==> src/rtl/pmod_ssd_scan_mux.sv <==
// N-digit multiplexed seven-segment scanner: frame snapshot, leading-zero
// suppression and brightness PWM, all clocked from the 20 MHz domain.
module pmod_ssd_scan_mux #(
   parameter int P_NUM_DIGITS  = 2,
   parameter int P_SLOT_CYCLES = 100000,
   parameter int P_SEL_WIDTH   = $clog2(P_NUM_DIGITS)
) (
   input  logic                      i_clk_20mhz,
   input  logic                      i_rst_20mhz,
   input  logic [4*P_NUM_DIGITS-1:0] i_values,
   input  logic [P_NUM_DIGITS-1:0]   i_blank,
   input  logic [P_NUM_DIGITS-1:0]   i_dp,
   input  logic                      i_lz_suppress,
   input  logic [3:0]                i_brightness,
   input  logic                      i_enable,
   output logic [7:0]                o_segments,
   output logic [P_NUM_DIGITS-1:0]   o_digit_en,
   output logic [P_SEL_WIDTH-1:0]    o_sel,
   output logic                      o_frame_strobe
);

   localparam int CNT_W = $clog2(P_SLOT_CYCLES);
   localparam logic [CNT_W-1:0]       SLOT_LAST = CNT_W'(P_SLOT_CYCLES - 1);
   localparam logic [P_SEL_WIDTH-1:0] IDX_LAST  = P_SEL_WIDTH'(P_NUM_DIGITS - 1);

   logic [CNT_W-1:0]          slot_q, slot_d;
   logic [P_SEL_WIDTH-1:0]    idx_q, idx_d;
   logic [3:0]                phase_q, phase_d;
   logic                      frame_start;

   logic [4*P_NUM_DIGITS-1:0] snap_val_q;
   logic [P_NUM_DIGITS-1:0]   snap_blank_q;
   logic [P_NUM_DIGITS-1:0]   snap_dp_q;
   logic                      snap_lz_q;

   logic [P_SEL_WIDTH-1:0]    idx_p0_q;
   logic                      vld_p0_q;

   logic [7:0]                seg_q, seg_d;
   logic [P_NUM_DIGITS-1:0]   digit_en_q, digit_en_d;
   logic [P_SEL_WIDTH-1:0]    sel_q;
   logic                      strobe_q;

   logic [P_NUM_DIGITS-1:0]   lz_mask;
   logic                      zero_run;
   logic [3:0]                nib_sel;
   logic                      dp_sel;
   logic                      blank_sel;
   logic                      lit;

   function automatic logic [6:0] hex_to_seg(input logic [3:0] h);
      case (h)
         4'h0: hex_to_seg = 7'h3F;
         4'h1: hex_to_seg = 7'h06;
         4'h2: hex_to_seg = 7'h5B;
         4'h3: hex_to_seg = 7'h4F;
         4'h4: hex_to_seg = 7'h66;
         4'h5: hex_to_seg = 7'h6D;
         4'h6: hex_to_seg = 7'h7D;
         4'h7: hex_to_seg = 7'h07;
         4'h8: hex_to_seg = 7'h7F;
         4'h9: hex_to_seg = 7'h6F;
         4'hA: hex_to_seg = 7'h77;
         4'hB: hex_to_seg = 7'h7C;
         4'hC: hex_to_seg = 7'h39;
         4'hD: hex_to_seg = 7'h5E;
         4'hE: hex_to_seg = 7'h79;
         default: hex_to_seg = 7'h71;
      endcase
   endfunction

   always_comb begin
      frame_start = (slot_q == '0) && (idx_q == '0);
      phase_d     = phase_q + 4'd1;
      slot_d      = slot_q + 1'b1;
      idx_d       = idx_q;
      if (slot_q == SLOT_LAST) begin
         slot_d = '0;
         idx_d  = (idx_q == IDX_LAST) ? '0 : idx_q + 1'b1;
      end
   end

   // Stage p0: scan counters and frame snapshot; idx_p0_q tags the digit the output stage renders
   always_ff @(posedge i_clk_20mhz or posedge i_rst_20mhz) begin
      if (i_rst_20mhz) begin
         slot_q       <= '0;
         idx_q        <= '0;
         phase_q      <= '0;
         snap_val_q   <= '0;
         snap_blank_q <= '0;
         snap_dp_q    <= '0;
         snap_lz_q    <= 1'b0;
         idx_p0_q     <= '0;
         vld_p0_q     <= 1'b0;
      end else begin
         slot_q   <= slot_d;
         idx_q    <= idx_d;
         phase_q  <= phase_d;
         idx_p0_q <= idx_q;
         vld_p0_q <= 1'b1;
         if (frame_start) begin
            snap_val_q   <= i_values;
            snap_blank_q <= i_blank;
            snap_dp_q    <= i_dp;
            snap_lz_q    <= i_lz_suppress;
         end
      end
   end

   always_comb begin
      lz_mask    = '0;
      zero_run   = 1'b1;
      nib_sel    = 4'h0;
      dp_sel     = 1'b0;
      blank_sel  = 1'b0;
      digit_en_d = '0;
      // Walk from the most-significant digit down; the run of zeros ends at the first nonzero nibble
      for (int k = P_NUM_DIGITS - 1; k >= 0; k--) begin
         zero_run   = zero_run & (snap_val_q[4*k +: 4] == 4'h0);
         lz_mask[k] = snap_lz_q & zero_run & (k != 0);
      end
      for (int k = 0; k < P_NUM_DIGITS; k++) begin
         if (idx_p0_q == P_SEL_WIDTH'(k)) begin
            nib_sel       = snap_val_q[4*k +: 4];
            dp_sel        = snap_dp_q[k];
            blank_sel     = snap_blank_q[k] | lz_mask[k];
            digit_en_d[k] = 1'b1;
         end
      end
      lit   = vld_p0_q & i_enable & (phase_q <= i_brightness) & ~blank_sel;
      seg_d = lit ? {dp_sel, hex_to_seg(nib_sel)} : 8'h00;
   end

   // Stage p1: registered pin drivers
   always_ff @(posedge i_clk_20mhz or posedge i_rst_20mhz) begin
      if (i_rst_20mhz) begin
         seg_q      <= 8'h00;
         digit_en_q <= '0;
         sel_q      <= '0;
         strobe_q   <= 1'b0;
      end else begin
         seg_q      <= seg_d;
         digit_en_q <= digit_en_d;
         sel_q      <= idx_p0_q;
         strobe_q   <= frame_start;
      end
   end

   assign o_segments     = seg_q;
   assign o_digit_en     = digit_en_q;
   assign o_sel          = sel_q;
   assign o_frame_strobe = strobe_q;

endmodule
==> config.mk <==
export PLATFORM = sky130hd
export DESIGN_NAME = pmod_ssd_scan_mux
export DESIGN_NICKNAME = d
export VERILOG_FILES = /design/src/rtl/pmod_ssd_scan_mux.sv
export SDC_FILE = /design/constraint.sdc
export NUM_CORES = 1
export LEC_CHECK = 0
export BUFFER_PORTS_ARGS = -buffer_cell sky130_fd_sc_hd__buf_2
export CAP_MARGIN = 30
export CORE_MARGIN = 4
export CORE_UTILIZATION = 59
export CTS_BUF_LIST = sky130_fd_sc_hd__clkbuf_4 sky130_fd_sc_hd__clkbuf_8
export CTS_CLUSTER_DIAMETER = 120
export DETAILED_ROUTE_END_ITERATION = 10
export PLACE_DENSITY = 0.81
export SLEW_MARGIN = 40
export SYNTH_ARGS = -nofsm -noshare
export SYNTH_HDL_FRONTEND = slang
export SYNTH_SLANG_ARGS = --single-unit
export TNS_END_PERCENT = 30
==> constraint.sdc <==
create_clock -name i_clk_20mhz -period 2.5 [get_ports i_clk_20mhz]
set_input_delay 0.25 -clock i_clk_20mhz [delete_from_list [all_inputs] [get_ports i_clk_20mhz]]
set_output_delay 0.25 -clock i_clk_20mhz [all_outputs]
set_load 0.05 [all_outputs]
-- Word level (Yosys, flattened, before mapping)
Memories as Yosys holds them, arrays and structs flattened.
Index checks and enable logic that the tools add are counted.
- logic and storage cells: 37
- bits in registers: 49
- bits in read-only memories: 112
- output and inout port bits: 12
- memories: 1
- bits of input ports: 20
- memories (name ; words ; width ; rd ports ; clocked after Yosys merged registers in ; write ports ; RTL line ; text):
    (name not given) ; 16 ; 7 ; 1 ; 0 ; 0 ; 52 ; case (h)
- multiplexer cells: 8
- add/sub/neg operators: 3
- $lt $le $gt $ge: 1
- bitwise logic cells: 7
- reduce and logical (&&, ||, !) cells: 3
- equal/unequal tests: 1
- operators with widths (cell ; number):
    $add 17x1->17 const B ; 1
    $eq 17x17->1 const B ; 1
    $logic_not 17->1 ; 1
    $mux 17 ; 1
    $mux 8 ; 1
    $mux 1 ; 5
    $add 4x1->4 const B ; 1
    $and 1x1->1 ; 4
    $le 4x4->1 ; 1
    $logic_not 4->1 ; 1
    $mux 4 ; 1
    $not 1->1 ; 2
    $add 1x1->1 const B ; 1
    $logic_and 1x1->1 ; 1
    $or 1x1->1 ; 1

-- Depth between registers and ports, before layout
Gate-level depths: netlist of the first run.
- depth in word-level cells: 7
- gate-level depth with buffers: 7
- mapped depth without buffers: 6

-- Worst setup path before layout of the first run
No wires, ideal clock.
- path type: flip-flop to flip-flop
- start point: reg idx_p0_q
- end point: reg seg_q[3] (netlist: o_segments[3])
- setup slack: 0.530 ns
- data arrival time: 1.883 ns
- clock period less this slack: 1.970 ns
- cell stages (with the launch flop): 7
- buffers on the path: 1
- library setup time: 0.088 ns
- data required time: 2.412 ns
- path through: dfrtp_1 > buf_2 > mux2i_1 > inv_1 > ha_1 > mux4_2 > nor3_1
- word-level cells in the longest chain between the ends: 4
- elaborated cells on any way between the ends: 6
- classes of those cells: mux: 3; bitwise: 2; memory: 1
- RTL lines (element ; RTL line ; text):
    start: declaration ; 36 ; logic [P_SEL_WIDTH-1:0] idx_p0_q;
    start signal: assignment ; 99 ; idx_p0_q <= idx_q;
    parallel branches: the longest is 3 deep, another holds $mem_v2 16x7 ; -- ;
    $mux 8 (*) ; 131 ; seg_d = lit ? {dp_sel, hex_to_seg(nib_sel)} : 8'h00;
    via seg_d[3] ; 39 ; logic [7:0] seg_q, seg_d;
    end signal: assignment ; 142 ; seg_q <= seg_d;
    end: declaration ; 39 ;
Mark *: on every way through the listed nets, which the timed path passes.
A chain may end at the register's enable or synchronous reset.

-- Worst setup path in the final report of the first run
- start point: reg idx_p0_q
- end point: reg seg_q[0] (netlist: o_segments[0])
Same word-level chain as after synthesis.

==> flow_summary.ini, run 1 <==
[outcome]
status = finished, final reports clean

[global_routing]
antenna_found_initial = 0
grt_overflow_total = 0
grt_usage_pct = 18.0
grt_pass1_wl_mm = 7.18
grt_pass1_vias = 1595
grt_max_degree = 49

[critical_path]
max_stage_delay_ps = 510
crit_buf_inv = 1
startpoint_type = flop
required_ps = 2710
arrival_ps = 2380
crit_family = simple AND/OR/NAND/NOR gates
ff2ff_path_depth = 6
crit_fanout = 7
path_cells = mux2i_1 > inv_1 > ha_1 > or3_1 > o221a_2 > nor3_1
rr_endpoint = o_segments[0]
slowest_stage = mux2i_1
worstReg2RegStart = idx_p0_q
reg2reg_setup_slack_ps = 330
cp-end-kind = flop
critical_path_class = flop to flop

[layout]
layout.nets = 266
n_fill_cell = 291
final_util_pct = 70.5
layout-drive-gt1-share_pct = 26.9
syn_to_final_growth_pct = 13.6
diodes = 0
final_cell_area_mm2 = 0.00264

[clocking]
clockBufferDepth = 2
clk_pin_slew_worst_paths_ps = 90
clock-sinks = 48
h-tree-depth = 2
ctsRootBufferMaster = clkbuf_8
ctsResizeCount = 0
post_cts_buffers = 0
postCtsHoldBufs = 0
cts_tree = built
clkLatencyLatePin_ps = 290
cts_made_buffers = 5

[timing]
setup_viol = 0
period_needed_ps = 2170
max_freq_ghz = 0.461
worst_slew_pin_slew_ps = 656
final_max_slew_viol_count = 0
finalCritPeriodShare_pct = 86.8
fin_hold_ws_ps = 11.5
grt_setup_unrepaired = false
fin_setup_tns_ps = 0
finalHoldViolations = 0
slew_headroom_pct = 55.0
fin_worst_skew_ps = 5.59

[worst_hold_path]
hold_path.class = primary input to asynchronous set/reset pin

[power_and_ir_drop]
powerDensity_mw_per_mm2 = 559
switching_share_pct = 22.4
seq_power_share_pct = 54.2
peakVddDrop_mv = 0.418
clkPwrFrac_pct = 37.9
combPwrFrac_pct = 7.9
p_leak_nw = 1.27
p_int_w = 0.00114
p_sw_w = 0.000331

[die]
io_pins = 32
dieArea_mm2 = 0.00501
core-area_mm2 = 0.00374
start_util_pct = 62.1
die_h_um = 70.8
rows = 22
die_w_um = 70.8

[synth]
postSynthCellCount = 197
synth_ff_type = dfrtp_1
synthSimpleGateAreaFrac_pct = 15.6
synth-edff-count = 0
synth-compound-area-share_pct = 2.75
async_flop_share_pct = 100
netlist_area_mm2 = 0.00232
yosysSeqAreaShare_pct = 51.7
postSynthAreaPerCell_um2 = 11.8
muxShareOfSynthArea_pct = 11.6
syn-num-nets = 230
synthXorXnorAreaFrac_pct = 7.16
synth_warnings = 0
synth_top_family_by_area = simple AND/OR/NAND/NOR gates
synth_cell_type_count = 34
synthAdderAreaFrac_pct = 7.00
ys_seq_elements = 48

[route]
drt-pass1-iter-count = 4
drtIter0Drc = 99
route.detailed.wl_per_inst_um = 14.8
drcViolationCount = 0
ant_nets = 0
wirelength_mm = 4.16
vias = 1578
vias_per_cell = 5.60

[placed_design]
place_hpwl_mm = 3.07
gp_congestion = 0.931
portBuffers = 31
placed_area_mm2 = 0.00253

[run]
maxCapViolations = 0
power by group through the flow:
stage	logic [W]	registers (W)	clock network, W
3_5_place_dp	0.000117	0.000816	0
4_1_cts	0.000118	0.000800	0.000571
5_1_grt	0.000130	0.000802	0.000605
3_3_place_gp	0.000112	0.000816	0
2_1_floorplan	0.0000638	0.000830	0
6_report	0.000116	0.000800	0.000560
Yosys cell counts (all sizes together), types with 3 or more instances:
library cell / instances / area, um^2
mux2: 14 / 158
buf: 5 / 36.3
ha: 13 / 163
nor4: 7 / 65.1
dfrtp: 48 / 1200
mux2i: 9 / 90.1
o22ai: 3 / 18.8
nor2: 13 / 48.8
xor2: 6 / 52.6
xnor2: 13 / 114
nand3: 8 / 40.0
inv: 15 / 56.3
nand4: 7 / 43.8
nand2: 6 / 25.0
nor3: 14 / 81.3
flip-flops by register name, indices dropped and copies added (netlist names):
signal and count:
idx_p0_q 1, idx_q 1, o_digit_en 2, o_frame_strobe 1
o_segments 8, phase_q 4, slot_q 17, snap_blank_q 2
snap_dp_q 2, snap_lz_q 1, snap_val_q 8, vld_p0_q 1
cells in the final DEF (no fill, tap or decap), types with 2 or more instances in the layout:
master / count
nand2_1: 5
nand3_1: 8
nand3b_1: 2
nand4_1: 7
nor2_1: 13
xor2_1: 6
dfrtp_1: 48
nor4_1: 5
xnor2_1: 13
clkbuf_8: 5
o22ai_1: 3
buf_2: 31
a21oi_1: 2
nor2b_1: 2
ha_1: 13
buf_4: 3
mux2_2: 14
nor3_1: 13
mux2i_1: 9
inv_1: 14
worst max-delay path by stage:
stage / from / end / slack [ps] / cells after the start
after CTS: idx_p0_q / o_segments[0] / 330 / 6
after global routing: idx_p0_q / o_segments[0] / 80 / 6
after global placement: idx_p0_q / o_segments[3] / 480 / 5
final: idx_p0_q / o_segments[0] / 330 / 6
after floorplan: idx_p0_q / o_segments[3] / 530 / 6
after detailed placement: idx_p0_q / o_segments[0] / 350 / 6
routing by layer:
layer | GRT usage, % | vias up | wire length [um]
li1 | - | 762 | -
met1 | 24.0 | 758 | 1850
met2 | 28.4 | 49 | 1950
met3 | 5.26 | 9 | 299
met4 | 5.85 | 0 | 58
met5 | 0 | - | 0
metrics by stage:
| stage | cells | worst slack, ps | total power, W |
|---|---|---|---|
| 5_1_grt | 282 | 78.4 | 0.00154 |
| 3_5_place_dp | 274 | 354 | 0.000933 |
| 3_3_place_gp | 274 | 479 | 0.000927 |
| 2_1_floorplan | 197 | 530 | 0.000894 |
| 4_1_cts | 282 | 330 | 0.00149 |
| 6_report | 282 | 329 | 0.00148 |
cell families (layout without fill, tap and decap cells):
family | count (synthesis) | in the layout
AOI/OAI and AO/OA | 9 | 9
xor gates and xnor gates | 19 | 19
adders and majority gates | 13 | 13
buffers and inverters | 20 | 57
DFF | 48 | 48
muxes | 24 | 24
other | 1 | 1
and+or+nand+nor | 63 | 63
area by class of cell:
cell class / instances / area [um^2] / area share (%)
Tap cell: 48 / 60.1 / 2.28
Sequential cell: 48 / 1200 / 45.5
Clock inverter: 2 / 35.0 / 1.33
Timing Repair Buffer: 34 / 178 / 6.73
Clock buffer: 6 / 76.3 / 2.89
Inverter: 15 / 58.8 / 2.23
Multi-Input combinational cell: 129 / 1030 / 39.0
Note: power is estimated with default switching activity, not from simulation.
==> inputs of run 2 (changes only) <==
CORE_UTILIZATION = 40   (was 59)
PLACE_DENSITY = 0.58   (was 0.81)
==> run 2 against run 1 <==
Against the previous run: critical path type unchanged; cell count increased by 8.9%; the flow now finishes with violations (negative hold slack); combinational power hardly changed; final area is 1.5% higher; wire length decreased by 0.14%; sequential power hardly changed; worst hold slack got worse by 18 ps; largest power group unchanged; global-route usage decreased by 4.9 points; first-iteration DRC count down 64%; register-to-register slack improved by 30 ps.
==> flow_summary.ini, run 2 (synthesis results as in run 1) <==
[power_and_ir_drop]
peakVddDrop_mv = 0.302
seq_power_share_pct = 54.1
p_int_w = 0.00114
clkPwrFrac_pct = 38.2
p_leak_nw = 1.28
total_power_w = 0.00148
powerDensity_mw_per_mm2 = 552
combPwrFrac_pct = 7.7
p_sw_w = 0.000341
switching_share_pct = 23.0

[route]
wirelength_mm = 4.15
vias = 1537
vias_per_cell = 5.01
wl_met2_mm = 2.05
drtIter0Drc = 36
drt-pass1-iter-count = 4
ant_nets = 0
top_layer = met4
wl_met1_mm = 1.87
route.detailed.wl_per_inst_um = 13.5
dr_wl_met3_um = 211
drcViolationCount = 0

[global_routing]
grt_pass1_vias = 1526
antenna_found_initial = 0
grt_pass1_wl_mm = 7.40
grt_max_degree = 28
grt_usage_pct = 13.1
grt_overflow_total = 0

[layout]
largest_reg_flops = 17
n_fill_cell = 530
top_register = slot_q
layout_commonest_cell = dfrtp_1
syn_to_final_growth_pct = 15.3
layout_common_cells = 48 x dfrtp_1, 31 x buf_2, 14 x mux2_2, 14 x inv_1
layout.nets = 267
final_util_pct = 48.1
final_cell_area_mm2 = 0.00268
diodes = 0
layout-drive-gt1-share_pct = 27.2

[timing]
fin_hold_ws_ps = -6.37
setup_viol = 0
finalCritPeriodShare_pct = 85.5
period_needed_ps = 2140
worst_slew_pin_slew_ps = 617
fin_setup_tns_ps = 0
fin_worst_skew_ps = 7.08
max_freq_ghz = 0.468
finalHoldViolations = 26
grt_setup_unrepaired = false
final_max_slew_viol_count = 0
slew_headroom_pct = 58.9

[clocking]
clockBufferDepth = 2
cts_tree = built
h-tree-depth = 2
clk_pin_slew_worst_paths_ps = 90
clock-sinks = 48
ctsResizeCount = 0
post_cts_buffers = 0
postCtsHoldBufs = 0
ctsRootBufferMaster = clkbuf_8
cts_made_buffers = 5
clkLatencyLatePin_ps = 300

[critical_path]
reg2reg_setup_slack_ps = 360
slowest_stage = dfrtp_1
crit_family = simple AND/OR/NAND/NOR gates
arrival_ps = 2350
startpoint_type = flop
path_cells = mux2i_1 > inv_1 > ha_1 > or3_1 > o221a_2 > nor3_1
required_ps = 2710
crit_fanout = 6
crit_buf_inv = 1
max_stage_delay_ps = 500
critical_path_class = flop to flop
cp-end-kind = flop

[die]
core-area_mm2 = 0.00557
die_w_um = 84.2
dieArea_mm2 = 0.00709
io_pins = 32
start_util_pct = 41.7
rows = 27
die_h_um = 84.2

[outcome]
status = finished, violations left
violations = negative hold slack

[placed_design]
gp_congestion = 0.841
portBuffers = 31
placed_area_mm2 = 0.00256
place_hpwl_mm = 3.13

[worst_hold_path]
hold_path.class = primary input to asynchronous set/reset pin

[run]
maxCapViolations = 0
## run 2: cell count changes in the layout (fill, tap and decap cells not counted)
cell      change
inv_2         +1
clkbuf_4      -1
clkinv_4      +2
clkinv_2      -1
buf_4         +1
inv_4         -1
## run 2: area by class of cell
cell class | instances | area, um^2 | area share (%)
sequential | 48 | 1200 | 44.8
tap | 72 | 90.1 | 3.36
timing repair buffer | 35 | 185 | 6.91
multi-input combinational | 129 | 1030 | 38.4
clock inverter | 3 | 47.5 | 1.77
clock buffer | 5 | 68.8 | 2.57
inverter | 15 | 56.3 | 2.10
## run 2: power by group through the flow
stage          clock, W  sequential [W]  combinational (W)
5_1_grt        0.000634        0.000803           0.000130
4_1_cts        0.000588        0.000801           0.000117
6_report       0.000565        0.000800           0.000114
3_5_place_dp          0        0.000816           0.000117
3_3_place_gp          0        0.000817           0.000116
2_1_floorplan         0        0.000830          0.0000638
## run 2: layer usage
metal / vias to the layer above / track usage, %
met5: - / 0
met4: 0 / 4.53
met3: 2 / 5.00
met2: 26 / 20.4
met1: 748 / 16.7
li1: 761 / -
## run 2: path summary, 6_finish.rpt
check | start | endpoint | depth (start not counted)
worst max-delay path | idx_p0_q | o_segments[0] | 6
worst min-delay path | i_rst_20mhz | slot_q[0] | 2
worst max register to register | idx_p0_q | o_segments[0] | 6
worst min register to register | idx_q | idx_p0_q | 0
max in group asynchronous | i_rst_20mhz | idx_p0_q | 3
min in group i_clk_20mhz | i_dp[1] | snap_dp_q[1] | 2
## run 2: stage by stage
stage                     hold WS, ps  worst slack, ps  instances
after floorplan                   349              530        197
after global placement            349              477        299
after detailed placement          353              396        299
after CTS                        13.7              363        307
after global routing             24.0              165        307
final                           -6.37              363        307
==> inputs of run 3 (changes only) <==
RECOVER_POWER = 50   (was default)
==> run 3 against run 2 <==
Against the previous run: critical path depth unchanged; via count stayed put; register-to-register slack hardly changed; critical path type unchanged; sequential power about the same; the run now ends clean; largest cell class unchanged; combinational power is essentially flat; flip-flop and latch count unchanged; sequential share of layout area up 0.063 points; count of clock-buffer cells in the layout unchanged.
==> flow_summary.ini, run 3 (synthesis results as in run 1) <==
[route]
drt-pass1-iter-count = 4
ant_nets = 0
vias = 1537
vias_per_cell = 5.01
route.detailed.wl_per_inst_um = 13.5
drcViolationCount = 0
drtIter0Drc = 36
wirelength_mm = 4.15

[global_routing]
grt_usage_pct = 13.1
grt_pass1_wl_mm = 7.40
met3_usage_pct = 5.00
grt_pass1_vias = 1526
grt_max_degree = 28
grt_overflow_total = 0
use_met2_pct = 20.4
antenna_found_initial = 0
grt_use_met1_pct = 16.7
busiest_layer = met2

[run]
maxCapViolations = 0

[layout]
final_cell_area_mm2 = 0.00268
largest_reg_flops = 17
multi_input_area_mm2 = 0.00103
top_register = slot_q
layout_common_cells = 48 x dfrtp_1, 31 x buf_2, 15 x inv_1
diodes = 0
layout-drive-gt1-share_pct = 26.4
layout.nets = 267
syn_to_final_growth_pct = 15.1
layout_commonest_cell = dfrtp_1
register_area_mm2 = 0.00120
n_fill_cell = 532
final-instance-count-excl-fill = 307

[timing]
finalCritPeriodShare_pct = 85.4
setup_viol = 0
period_needed_ps = 2130
grt_setup_unrepaired = false
slew_headroom_pct = 26.0
setup_ws_ps = 366
worst_slew_pin_slew_ps = 1110
finalHoldViolations = 0
fin_worst_skew_ps = 6.80
max_freq_ghz = 0.469
fin_setup_tns_ps = 0
final_max_slew_viol_count = 0

[critical_path]
arrival_ps = 2350
reg2reg_setup_slack_ps = 370
cp-end-kind = flop
critical_path_class = flop to flop
ff2ff_path_depth = 6
crit_fanout = 6
worstReg2RegStart = idx_p0_q
rr_endpoint = o_segments[0]
startpoint_type = flop
required_ps = 2710

[worst_hold_path]
whs_endpoint = snap_dp_q[1]
min_from = i_dp[1]
holdPathStages = 2
hold_path.class = primary input to flop

[die]
rows = 27
die_w_um = 84.2
die_h_um = 84.2
core-area_mm2 = 0.00557
dieArea_mm2 = 0.00709
io_pins = 32
start_util_pct = 41.7

[power_and_ir_drop]
powerDensity_mw_per_mm2 = 553
peakVddDrop_mv = 0.302
p_leak_nw = 1.28

[placed_design]
post-place-cells = 299
gp_congestion = 0.841
portBuffers = 31
placed_area_mm2 = 0.00256
pre_cts_ws_ps = 396
place_hpwl_mm = 3.13

[outcome]
status = finished, final reports clean

[clocking]
cts_made_buffers = 5
postCtsHoldBufs = 0
ctsRootBufferMaster = clkbuf_8
clk_pin_slew_worst_paths_ps = 90
post_cts_buffers = 0
cts_tree = built
clock-sinks = 48
clkLatencyLatePin_ps = 300
ctsResizeCount = 0
h-tree-depth = 2
clockBufferDepth = 2
run 3: cell types whose count changed in the layout (fill, tap and decap cells not counted):
cell      previous run  this run
buf_4                4         3
clkbuf_1             0         1
inv_1               14        15
inv_2                1         0
run 3: layout make-up:
| class | instances | share of cell area [%] |
|---|---|---|
| multi-input combinational | 129 | 38.5 |
| clock inverter | 3 | 1.78 |
| inverter | 15 | 2.10 |
| clock buffer | 5 | 2.57 |
| sequential | 48 | 44.9 |
| tap | 72 | 3.37 |
| timing repair buffer | 35 | 6.78 |
run 3: worst max path at each step:
| stage | slack, ps | to | cells after the start | startpoint |
|---|---|---|---|---|
| after floorplan | 530 | o_segments[3] | 6 | idx_p0_q |
| after global routing | 160 | o_segments[3] | 5 | idx_p0_q |
| after CTS | 360 | o_segments[0] | 6 | idx_p0_q |
| after detailed placement | 400 | o_segments[0] | 6 | idx_p0_q |
| after global placement | 480 | o_segments[0] | 6 | idx_p0_q |
| final | 370 | o_segments[0] | 6 | idx_p0_q |
run 3: power by group:
part           internal, W  total [W]  leakage (nW)  switching, W
sequential        0.000792   0.000800         0.612    0.00000855
combinational    0.0000449   0.000114         0.606     0.0000686
clock             0.000301   0.000565        0.0583      0.000264
run 3: through the flow:
step	hold slack, ps	utilization (%)	power, W
floorplan	349	-	0.000894
global placement	349	46.0	0.000933
detailed placement	353	46.0	0.000933
CTS	13.7	48.1	0.00151
global route	147	48.0	0.00157
finish	173	48.0	0.00148
run 3: worst max-delay path: stages (launching register included):
cell     delay, ps
dfrtp_1        490
mux2i_1        480
inv_1          180
ha_1           260
or3_1          380
o221a_2        120
nor3_1         140
run 3: routing by layer:
layer / part of all wire, % / wire, um / vias to the layer above
met3: 5.3 / 220 / 2
met1: 45 / 1860 / 746
met4: 0.60 / 25 / 0
met2: 49 / 2050 / 28
met5: 0 / 0 / -
li1: - / - / 761
